[config.mk]
export PLATFORM = sky130hd
export DESIGN_NAME = mem_bus_unit
export DESIGN_NICKNAME = d
export VERILOG_FILES = /design/src/rtl/mem_bus_unit.sv
export SDC_FILE = /design/constraint.sdc
export NUM_CORES = 1
export LEC_CHECK = 0
export BUFFER_PORTS_ARGS = -buffer_cell sky130_fd_sc_hd__buf_4
export CAP_MARGIN = 10
export CORE_MARGIN = 1
export CORE_UTILIZATION = 53
export CTS_CLUSTER_DIAMETER = 60
export DETAILED_ROUTE_END_ITERATION = 6
export PLACE_DENSITY_LB_ADDON = 0.3
export SYNTH_ARGS = -nofsm -noshare
export SYNTH_HDL_FRONTEND = slang
export SYNTH_SLANG_ARGS = --single-unit
[constraint.sdc]
create_clock -name clk -period 2.1 [get_ports clk]
set_input_delay 0.42 -clock clk [delete_from_list [all_inputs] [get_ports clk]]
set_output_delay 0.42 -clock clk [all_outputs]
set_load 0.02 [all_outputs]
[src/rtl/mem_bus_unit.sv]
// Memory-side datapath stage: MAR/MDR holding registers, req/ack memory port
// sequencing for MemRd/MemWr strobes, and read-data return onto the internal bus.
module mem_bus_unit #(
  parameter int unsigned DATA_W  = 32,
  parameter int unsigned ADDR_W  = 32,
  parameter int unsigned TIMEOUT = 15
) (
  input  logic              clk,
  input  logic              rst_n,
  input  logic [DATA_W-1:0] bus_in,
  output logic [DATA_W-1:0] bus_out,
  output logic              bus_oe,
  input  logic              MARWr,
  input  logic              MDRWr,
  input  logic              MDRSrc,
  input  logic              MDROe,
  input  logic              MemOe,
  input  logic              MemRd,
  input  logic              MemWr,
  output logic [ADDR_W-1:0] mem_addr,
  output logic [DATA_W-1:0] mem_wdata,
  output logic              mem_we,
  output logic              mem_req,
  input  logic              mem_ack,
  input  logic [DATA_W-1:0] mem_rdata,
  output logic              busy,
  output logic              done,
  output logic              err
);

  localparam int unsigned CNT_W = (TIMEOUT > 1) ? $clog2(TIMEOUT) : 1;

  typedef enum logic [1:0] {S_IDLE, S_REQ, S_DONE} state_t;

  state_t              state_q, state_d;
  logic [ADDR_W-1:0]   mar_q, mar_d;
  logic [DATA_W-1:0]   mdr_q, mdr_d;
  logic [DATA_W-1:0]   rd_buf_q, rd_buf_d;
  logic [ADDR_W-1:0]   mem_addr_q, mem_addr_d;
  logic [DATA_W-1:0]   mem_wdata_q, mem_wdata_d;
  logic                mem_we_q, mem_we_d;
  logic                mem_req_q, mem_req_d;
  logic                busy_q, busy_d;
  logic                done_q, done_d;
  logic                err_q, err_d;
  logic [CNT_W-1:0]    cnt_q, cnt_d;

  always_ff @(posedge clk or negedge rst_n) begin
    if (!rst_n) begin
      state_q     <= S_IDLE;
      mar_q       <= '0;
      mdr_q       <= '0;
      rd_buf_q    <= '0;
      mem_addr_q  <= '0;
      mem_wdata_q <= '0;
      mem_we_q    <= 1'b0;
      mem_req_q   <= 1'b0;
      busy_q      <= 1'b0;
      done_q      <= 1'b0;
      err_q       <= 1'b0;
      cnt_q       <= '0;
    end else begin
      state_q     <= state_d;
      mar_q       <= mar_d;
      mdr_q       <= mdr_d;
      rd_buf_q    <= rd_buf_d;
      mem_addr_q  <= mem_addr_d;
      mem_wdata_q <= mem_wdata_d;
      mem_we_q    <= mem_we_d;
      mem_req_q   <= mem_req_d;
      busy_q      <= busy_d;
      done_q      <= done_d;
      err_q       <= err_d;
      cnt_q       <= cnt_d;
    end
  end

  always_comb begin
    state_d     = state_q;
    mar_d       = MARWr ? ADDR_W'(bus_in) : mar_q;
    mdr_d       = MDRWr ? (MDRSrc ? rd_buf_q : bus_in) : mdr_q;
    rd_buf_d    = rd_buf_q;
    mem_addr_d  = mem_addr_q;
    mem_wdata_d = mem_wdata_q;
    mem_we_d    = mem_we_q;
    mem_req_d   = mem_req_q;
    busy_d      = busy_q;
    done_d      = 1'b0;
    err_d       = err_q;
    cnt_d       = cnt_q;

    unique case (state_q)
      S_IDLE: begin
        // Transaction latches pre-edge MAR/MDR; a simultaneous conflict is flagged and run as a read.
        if (MemRd || MemWr) begin
          mem_addr_d  = mar_q;
          mem_wdata_d = mdr_q;
          mem_we_d    = MemWr & ~MemRd;
          err_d       = err_q | (MemRd & MemWr);
          mem_req_d   = 1'b1;
          busy_d      = 1'b1;
          cnt_d       = '0;
          state_d     = S_REQ;
        end
      end
      S_REQ: begin
        if (mem_ack) begin
          if (!mem_we_q) rd_buf_d = mem_rdata;
          mem_req_d = 1'b0;
          busy_d    = 1'b0;
          done_d    = 1'b1;
          state_d   = S_DONE;
        end else if (cnt_q == CNT_W'(TIMEOUT - 1)) begin
          mem_req_d = 1'b0;
          busy_d    = 1'b0;
          err_d     = 1'b1;
          state_d   = S_IDLE;
        end else begin
          cnt_d = cnt_q + CNT_W'(1);
        end
      end
      S_DONE: begin
        state_d = S_IDLE;
      end
      default: begin
        state_d = S_IDLE;
      end
    endcase
  end

  assign bus_out   = MDROe ? mdr_q : rd_buf_q;
  assign bus_oe    = MDROe | MemOe;
  assign mem_addr  = mem_addr_q;
  assign mem_wdata = mem_wdata_q;
  assign mem_we    = mem_we_q;
  assign mem_req   = mem_req_q;
  assign busy      = busy_q;
  assign done      = done_q;
  assign err       = err_q;

endmodule

==> impl_results.md, run 1 <==
* Internal Power at 9.135 mW
* Setup Crit Path Kind: input pin to output pin
* Area of the multi-input gates at ~2700 sq um
* Total power at 13.84 mW
* Port bufs at 175
* Global Route Usage Sum at 0.2456
* Fin Hold WS at 0.2303 ns
* Final Net Count at 744
* CTS Root Cell: clkbuf_16
* Initial antenna violation count at 0
* P_sw at about 4.7 mW
* RSZ-0062 raised after global routing: false
* Syn Area/Cell at between 10 and 15 sq um
* GR Overflow Total at 0
* FP Rows at 41
* Sequential area share after synthesis at 0.5992
* Status: completed
* WL met3 at slightly below 1 mm
* Netlist cell types at 31
* Worst Tran Pin Value at 0.6487 ns
* Worst VDD drop at 842.9 uV
* Commonest non-fill, non-tap cell in the layout: buf_4
* Initial DRC count at 222
* Pre-CTS WS at 0.2696 ns
* Worst R2R Path Depth at 4
* Clk sinks at 170
* Finished Core Util at 0.7150
* Hold Startpoint: mem_rdata[28]
* Die footprint at 13,860 sq um
* Pin count of the biggest net entering global routing at 52
* Final hold vios at 0
* Worst Hold Class: input pin to flip-flop
* CP max FO at 33
* Final WL at 15.96 mm
* WL met1 at 6.698 mm
* Routed Antenna Nets at 0
* CTS tree: yes
* Worst EP required at 1.68 ns
* Final min period at 1.857 ns
* Slew Viols, Final at 0
* Via-to-Cell Ratio at 5.402
* Yosys Warn Count at 0
* #FFs+latches synth at 170
* Seq. cell area at 4254 sq um
* Clk buf depth at 2
* Post-CTS setup buffer count at 0
* Fin crit share at 0.8841
* Top Layer Used: met4
* Worst Hold Depth at 2
* Clock latency on the worst-skew pair at between 0.4 and 0.5 ns
* Starting Density at 0.5536
* Final worst setup slack at about 0.24 ns
* Vias at about 4,600
* Final setup fails at 0
* Top cell type's share of synthesized area at 0.5992
* Critical path endpoint category: output pin
* I/O pin count at ~180
* Ys async rst share at 1.000
* Finished Layout Cells at 849
* Clk slew on worst S/H paths at 0.06 ns
* Chip width at 117.7 um
* Diode count at 0
* Max-Cap Viols at 0
* Share of cells above drive strength 1 at 0.5569
* Final GP Congestion at 0.8186
* Clock Power Share at 0.216
* Drt pass-1 iters at 4
* Layout area overhead at 29.17%
* Wire length per cell at 18.80 um
* Placed cell areas at 8596 sq um
* Crit path arrival time at ~1.4 ns
* Syn Nets at 567
* Synthesized cell area at 7099 sq um
* First-pass GRT wire length at about 26 mm
* Synth area leader: dfrtp_1
* PwrDens at 1510 nW/um^2
* # DRC at 0
* HPWL after detailed placement at 11.01 mm
* Vias in the first global route at 4,935
* Most frequent cells in the layout: buf_4, dfrtp_1, mux2_2
* Setup_tns at 0 ns
* Gate power share at 0.395
* CP Launch Point: MDROe
* Post-synth EDFFs at 0
* CTS buffer count at 17
* Fmax at ~540 MHz
* Top cells by area, synth: dfrtp_1, mux2_2, mux2i_1
* Startpoint Class: input pin
* Dpl cells at 820
* Met2 wire length at 8.038 mm
* Die Y at approximately 120 um
* Main synth FF type: dfrtp_1
* P_leak at about 4.2 nW
* Clock Skews at around 0.0068 ns
* CORE AREA at about 13,000 sq um
* Post-synthesis cell count at 491
* Reg power frac at 0.389
* Design Area, Final at 9170 sq um
* H-tree Lvls at 4
* Worst R2R Start: state_q[0]$_DFFE_PN0P_
* Relative slew slack at 0.5675
* FILL cells at 874
* Switching Share at 0.3402
state kept, by name (all words and copies together) (netlist names):
register	cells
cnt_q	4
done	1
err	1
mem_we	1
mem_addr	32
mem_wdata	32
state_q	2
rd_buf_q	32
mar_q	32
busy	1
mdr_q	32
synthesized netlist by cell type, types with 3 or more instances:
library cell,n
buf_4,4
mux2_2,157
nor2_1,36
clkbuf_1,8
inv_1,3
o22ai_1,3
buf_2,9
a21oi_1,34
mux2_1,3
buf_6,6
mux2i_1,35
dfrtp_1,170
power groups by stage:
| stage | logic, mW | clock network, mW | registers [mW] |
|---|---|---|---|
| floorplan | 2.65 | 0 | 6.00 |
| global placement | 5.37 | 0 | 5.36 |
| detailed placement | 5.50 | 0 | 5.43 |
| CTS | 5.53 | 3.06 | 5.39 |
| global route | 5.80 | 3.19 | 5.54 |
| finish | 5.47 | 2.98 | 5.39 |
final cells by class:
class                           instances  area share
Inverter                                3    0.001228
Tap cell                              172     0.02347
Timing Repair Buffer                  187      0.1592
Clock buffer                           20     0.05089
Sequential cell                       170      0.4639
Clock inverter                          8     0.01064
Multi-Input combinational cell        289      0.2906
worst max-delay path, cell delays in order:
cell	delay, ns
buf_4	0.44
mux2_2	0.41
buf_4	0.16
per-layer routing:
metal	global-route usage	up-vias
met4	0.08654	0
met3	0.07607	18
met5	0	-
li1	-	2095
met1	0.3045	2332
met2	0.4059	141
path summary, 6_finish.rpt:
path                                       endpoint  slack [ns]
min reg2reg                         err$_DFFE_PN0P_        0.48
max                                     bus_out[14]        0.24
max in group asynchronous     mdr_q[10]$_DFFE_PN0P_        0.95
min                        rd_buf_q[28]$_DFFE_PN0P_        0.23
max reg2reg                mem_addr[14]$_DFFE_PN0P_        0.47
min in group asynchronous  mem_wdata[2]$_DFFE_PN0P_        0.51
cells by family (layout without fill, tap and decap cells):
kind of cell,after synthesis,in the layout,share of synthesized area
AOI/OAI and AO/OA,43,43,0.03243
adders and majority gates,2,2,0.003524
and+or+nand+nor,49,49,0.03472
buffers and inverters,32,218,0.02696
muxes,195,195,0.3031
DFF,170,170,0.5992
repair_timing:
item                                   4_1_cts  5_1_grt
resized for setup                            0        0
endpoints found under the hold margin       47        0
hold buffers                                 1        0
Power figures use the tool's default switching activity.
==> inputs of run 2 (changes only) <==
Settings changed: CELL_PAD_IN_SITES_DETAIL_PLACEMENT set to 1, CELL_PAD_IN_SITES_GLOBAL_PLACEMENT set to 1, CORE_UTILIZATION 53 to 43.
==> impl_results.md, run 2 (synthesis gave the netlist of run 1 again) <==
* Internal Power at around 9 mW
* P_leak at 4.148 nW
* RSZ-0062 raised after global routing: false
* Critical path endpoint category: output pin
* Final min period at 1.863 ns
* Worst EP required at 1.68 ns
* CTS buffer count at 17
* Slew Viols, Final at 0
* Clock Skews at roughly 0.017 ns
* Crit path arrival time at 1.44 ns
* Via-to-Cell Ratio at 5.105
* Fin crit share at 0.8870
* Starting Density at 0.4437
* Clk buf depth at 2
* Drt pass-1 iters at 4
* Total power at about 14 mW
* Share of cells above drive strength 1 at 0.5574
* Switching Share at 0.3533
* Die footprint at 17,030 sq um
* Pre-CTS WS at 0.2459 ns
* H-tree Lvls at 4
* Layout area overhead at 29.82%
* Clk slew on worst S/H paths at 0.07 ns
* Port bufs at 175
* Global Route Usage Sum at 0.2178
* Startpoint Class: input pin
* GR Overflow Total at 0
* Worst Tran Pin Value at 0.6890 ns
* Post-CTS resize count at 0
* Final setup fails at 0
* Final worst setup slack at 0.2372 ns
* Reg power frac at 0.385
* CTS tree: yes
* Clock latency on the worst-skew pair at between 0.4 and 0.5 ns
* Routed Antenna Nets at 0
* Relative slew slack at 0.5407
* Finished Core Util at 0.5760
* # DRC at 0
* Vias in the first global route at 4,960
* Max-Cap Viols at 0
* Final WL at roughly 18 mm
* Post-CTS setup buffer count at 0
* Worst R2R Path Depth at 4
* Initial DRC count at 145
* HPWL after detailed placement at approximately 12 mm
* Diode count at 0
* Most frequent cells in the layout: buf_4, dfrtp_1, mux2_2
* Flop-to-flop setup slack at a little over 0.4 ns
* End of the worst register-to-register path: mem_addr[15]$_DFFE_PN0P_
* First-pass GRT wire length at ~28 mm
* Pin count of the biggest net entering global routing at 65
* CTS Root Cell: clkbuf_16
* Vias at 4,574
* Dpl cells at 863
* PwrDens at 1523 nW/um^2
* Commonest non-fill, non-tap cell in the layout: buf_4
* CORE AREA at 16,000 sq um
* Clock Power Share at 0.220
* Initial antenna violation count at 0
* Die Y at 130.5 um
* Hold Path Sink: mem_we$_DFFE_PN0P_
* Hold Startpoint: MemRd
* Setup Crit Path Kind: input pin to output pin
* Worst R2R Start: state_q[0]$_DFFE_PN0P_
* Final Net Count at 743
* Worst Hold Class: input pin to flip-flop
* Finished Layout Cells at 896
* Chip width at 130.5 um
* I/O pin count at 176
* Setup_tns at 0 ns
* Fmax at 536.8 MHz
* CP max FO at 33
* Gate power share at 0.396
* Worst VDD drop at 728.5 uV
* Final hold vios at 0
* Clk sinks at 170
* P_sw at between 4 and 5 mW
* FP Rows at 46
* Worst Hold Depth at 2
* Final GP Congestion at 0.7852
* Wire length per cell at 19.73 um
* Status: completed
run 2: changes by cell type in the layout (fill, tap and decap cells not counted):
cell / delta
buf_12: -1
clkbuf_1: +1
clkbuf_8: -3
clkinvlp_4: +3
inv_6: +3
run 2: worst max-delay path, stage by stage:
cell and delay, ns:
buf_4 0.41, mux2_2 0.41, buf_4 0.16
run 2: how the worst max path moves through the flow:
| stage | from | to | slack [ns] | cells after the start |
|---|---|---|---|---|
| 6_report | MDROe | bus_out[2] | 0.24 | 3 |
| 4_1_cts | MDROe | bus_out[2] | 0.24 | 3 |
| 5_1_grt | MDROe | bus_out[2] | 0.21 | 3 |
| 2_1_floorplan | MDROe | bus_out[0] | 0.44 | 3 |
| 3_3_place_gp | MDROe | bus_out[8] | 0.31 | 3 |
| 3_5_place_dp | MDROe | bus_out[2] | 0.25 | 3 |
run 2: power by group through the flow:
stage                     Combinational [mW]  Sequential, mW  Clock (mW)
after global placement                  5.41            5.36           0
after CTS                               5.63            5.40        3.14
final                                   5.55            5.40        3.09
after detailed placement                5.59            5.44           0
after global routing                    5.91            5.57        3.28
after floorplan                         2.65            6.00           0
run 2: per-layer routing:
| metal | vias to the layer above | wire length, um | global-route usage |
|---|---|---|---|
| met5 | - | 0 | 0 |
| met4 | 0 | 197 | 0.06694 |
| met3 | 13 | 1023 | 0.06515 |
| met2 | 119 | 8974 | 0.3654 |
| met1 | 2361 | 7486 | 0.2713 |
| li1 | 2081 | - | - |
run 2: area by class of cell:
cell class,instances,area [sq um]
fillers,1598,6784
flip-flops and latches,170,4254
multi-input cells,289,2665
repair buffers,186,1440
clock buffers,18,429.2
well taps,216,270.3
clock inverters,14,146.4
inverters,3,11.26
run 2: timing repair:
action | 4_1_cts | 5_1_grt
hold buffers | 1 | 0
endpoints found under the setup margin | 0 | 0
hold endpoints to repair | 43 | 0
run 2: metrics by stage:
step | hold slack (ns) | instance area [sq um]
after floorplan | 0.1244 | 7099
after global placement | 0.3899 | 8631
after detailed placement | 0.3973 | 8631
after CTS | 0.1954 | 9216
after global routing | 0.2072 | 9216
final | 0.2068 | 9216
==> inputs of run 3 (changes only) <==
Settings changed: ABC_AREA set to 1, CORE_UTILIZATION 43 to 40, CTS_BUF_LIST set to sky130_fd_sc_hd__clkbuf_4 sky130_fd_sc_hd__clkbuf_8 sky130_fd_sc_hd__clkbuf_16.
==> impl_results.md, run 3 <==
* Status: completed
* Final setup fails at 0
* Hold Startpoint: bus_in[19]
* Finished Core Util at 0.5299
* Most used routing layer: met2
* Post-synthesis cell count at roughly 800
* Port bufs at 175
* Share of cells above drive strength 1 at 0.2591
* Worst Hold Class: input pin to flip-flop
* Via-to-Cell Ratio at 4.973
* Global Route Usage Sum at 0.2389
* GR Overflow Total at 0
* Final min period at 1.660 ns
* Commonest cells in the netlist: nand2_1, dfrtp_1, o21ai_0, inv_1
* Die footprint at 18,370 sq um
* Final Net Count at 1,020
* Vias in the first global route at 6,155
* Wire length per cell at 17.39 um
* CTS Root Cell: clkbuf_16
* Slew Viols, Final at 0
* H-tree Lvls at 4
* Vias at 5,878
* Post-CTS resize count at 0
* Most frequent cells in the layout: nand2_1, buf_4, dfrtp_1
* CP most frequent cell: buf_4
* Routed Antenna Nets at 0
* Yosys Warn Count at 0
* Post-Synth Adder-Cell Area at 0.003508
* Main synth FF type: dfrtp_1
* Starting Density at 0.4110
* FILL cells at 2,069
* Clock Skews at 0.009133 ns
* Syn Area/Cell at a little over 9 sq um
* Initial antenna violation count at 0
* Layout area overhead at 28.94%
* First-pass GRT wire length at 33.24 mm
* Ys async rst share at 1.000
* #FFs+latches synth at 170
* Final hold vios at 0
* Largest family of logic cells by synthesized area: simple AND/OR/NAND/NOR gates
* Pin count of the biggest net entering global routing at 65
* Post-Synth Simple-Gate Area at 0.1666
* P_leak at 4.653 nW
* Setup Crit Path Kind: input pin to output pin
* Worst EP required at 1.68 ns
* Die Y at around 140 um
* Worst VDD drop at around 700 uV
* Number of cells on the critical path at 6
* Startpoint Class: input pin
* Post-synth EDFFs at 0
* Clock latency on the worst-skew pair at 0.42 ns
* CORE AREA at 17,360 sq um
* Commonest non-fill, non-tap cell in the layout: nand2_1
* Critical path endpoint category: output pin
* CP max FO at 62
* Setup_tns at 0 ns
* Worst R2R Path Depth at 6
* Clk slew on worst S/H paths at 0.07 ns
* Final WL at 20.56 mm
* Most common cell in the netlist: nand2_1
* Met3 GRT Util at 0.06322
* Flop-to-flop setup slack at 0.61 ns
* CP Cell Sequence: buf_4 > inv_2 > buf_12 > nand2_1 > o21ai_0 > buf_4
* # DRC at 0
* Max-Cap Viols at 0
* Syn Nets at 859
* CTS buffer count at 17
* Top cells by area, synth: dfrtp_1, nand2_1, o21ai_0
* HPWL after detailed placement at approximately 14 mm
* Worst Tran Pin Value at 0.6037 ns
* Fin crit share at 0.7905
* Synth Area in XOR/XNOR at 0.001228
* Crit path arrival time at roughly 1.2 ns
* Diode count at 0
* CTS tree: yes
* End of the worst register-to-register path: rd_buf_q[20]$_DFFE_PN0P_
* Largest stage delay, worst path at 0.25 ns
* Met1 usage at 0.3161
* Final GP Congestion at 0.7647
* I/O pin count at ~180
* Relative slew slack at 0.5975
* RSZ-0062 raised after global routing: false
* # hold bufs at CTS at 1
* FP Rows at 48
* Top cell type's share of synthesized area at 0.5964
* Chip width at 135.5 um
* Drt pass-1 iters at 5
* Netlist cell types at 27
* Sequential area share after synthesis at 0.5964
* CP max stage cell: buf_12
* Initial DRC count at 256
* PwrDens at around 1400 nW/um^2
* Synthesized cell area at 7133 sq um
* Post-CTS setup buffer count at 0
* Hold Path Sink: mar_q[19]$_DFFE_PN0P_
* Synth area leader: dfrtp_1
* Fmax at approximately 600 MHz
* Mux cell area share after synthesis at 0
* Worst R2R Start: state_q[1]$_DFFE_PN0P_
* Area fraction in compound gates after synthesis at 0.1524
* Worst Hold Depth at 3
* Buf/Inv on CP at 4
* Clk sinks at 170
* M2 GR Usage at 0.3821
* Delay-heaviest family, CP: buffers and inverters
* Clk buf depth at 2
==> run 3: cell count changes in the layout (fill, tap and decap cells not counted), moves of 29 or more <==
cell	previous run	this run
a21oi_1	34	3
inv_1	3	74
nand2_1	0	196
mux2_2	157	0
o21ai_0	2	142
mux2i_1	35	0
o22ai_1	3	32
nand3_1	1	38
==> run 3: routing by layer <==
layer,routed length (um),part of all wire
met1,9295,0.45
met2,9884,0.48
met3,1106,0.054
met4,272,0.013
met5,0,0
==> run 3: final cells by class <==
class / instances / area (sq um) / area share
clock buffers: 19 / 452.9 / 0.04924
clock inverters: 13 / 95.09 / 0.01034
inverters: 75 / 281.5 / 0.03061
multi-input cells: 488 / 2310 / 0.2511
flip-flops and latches: 170 / 4254 / 0.4625
well taps: 225 / 281.5 / 0.03061
repair buffers: 192 / 1523 / 0.1656
==> run 3: kinds of logic (layout without fill, tap and decap cells) <==
| group | count (synthesis) | after routing |
|---|---|---|
| AOI/OAI and AO/OA | 199 | 199 |
| xor gates and xnor gates | 1 | 1 |
| adders and majority gates | 2 | 2 |
| buffers and inverters | 125 | 299 |
| DFF | 170 | 170 |
| and+or+nand+nor | 286 | 286 |
==> run 3: stage by stage <==
| step | hold WS, ns | power, mW | worst slack, ns | std cells | instance area (sq um) |
|---|---|---|---|---|---|
| 2_1_floorplan | 0.1244 | 7.971 | 0.5336 | 783 | 7133 |
| 3_3_place_gp | 0.4062 | 9.892 | 0.4660 | 1149 | 8640 |
| 3_5_place_dp | 0.4075 | 10.07 | 0.4656 | 1149 | 8640 |
| 4_1_cts | 0.1962 | 13.04 | 0.4506 | 1182 | 9198 |
| 5_1_grt | 0.2103 | 13.74 | 0.3612 | 1182 | 9198 |
| 6_report | 0.2120 | 12.91 | 0.4399 | 1182 | 9198 |
==> run 3: worst max path at each step <==
stage,start,end
floorplan,MDROe,bus_out[21]
global placement,MDROe,bus_out[26]
detailed placement,MDROe,bus_out[26]
CTS,mdr_q[26]$_DFFE_PN0P_,bus_out[26]
global route,MDROe,bus_out[27]
finish,MDROe,bus_out[26]
==> run 3: worst min-delay path, cell delays in order <==
cell and delay [ns]:
buf_4 0.08, nand2_1 0.04, o21ai_0 0.06
==> run 3: power by group <==
part	leakage, nW	internal [mW]	switching (mW)
clock	0.266	1.58	1.34
sequential	2.11	4.35	0.716
combinational	2.28	1.88	3.04
total	4.65	7.82	5.09
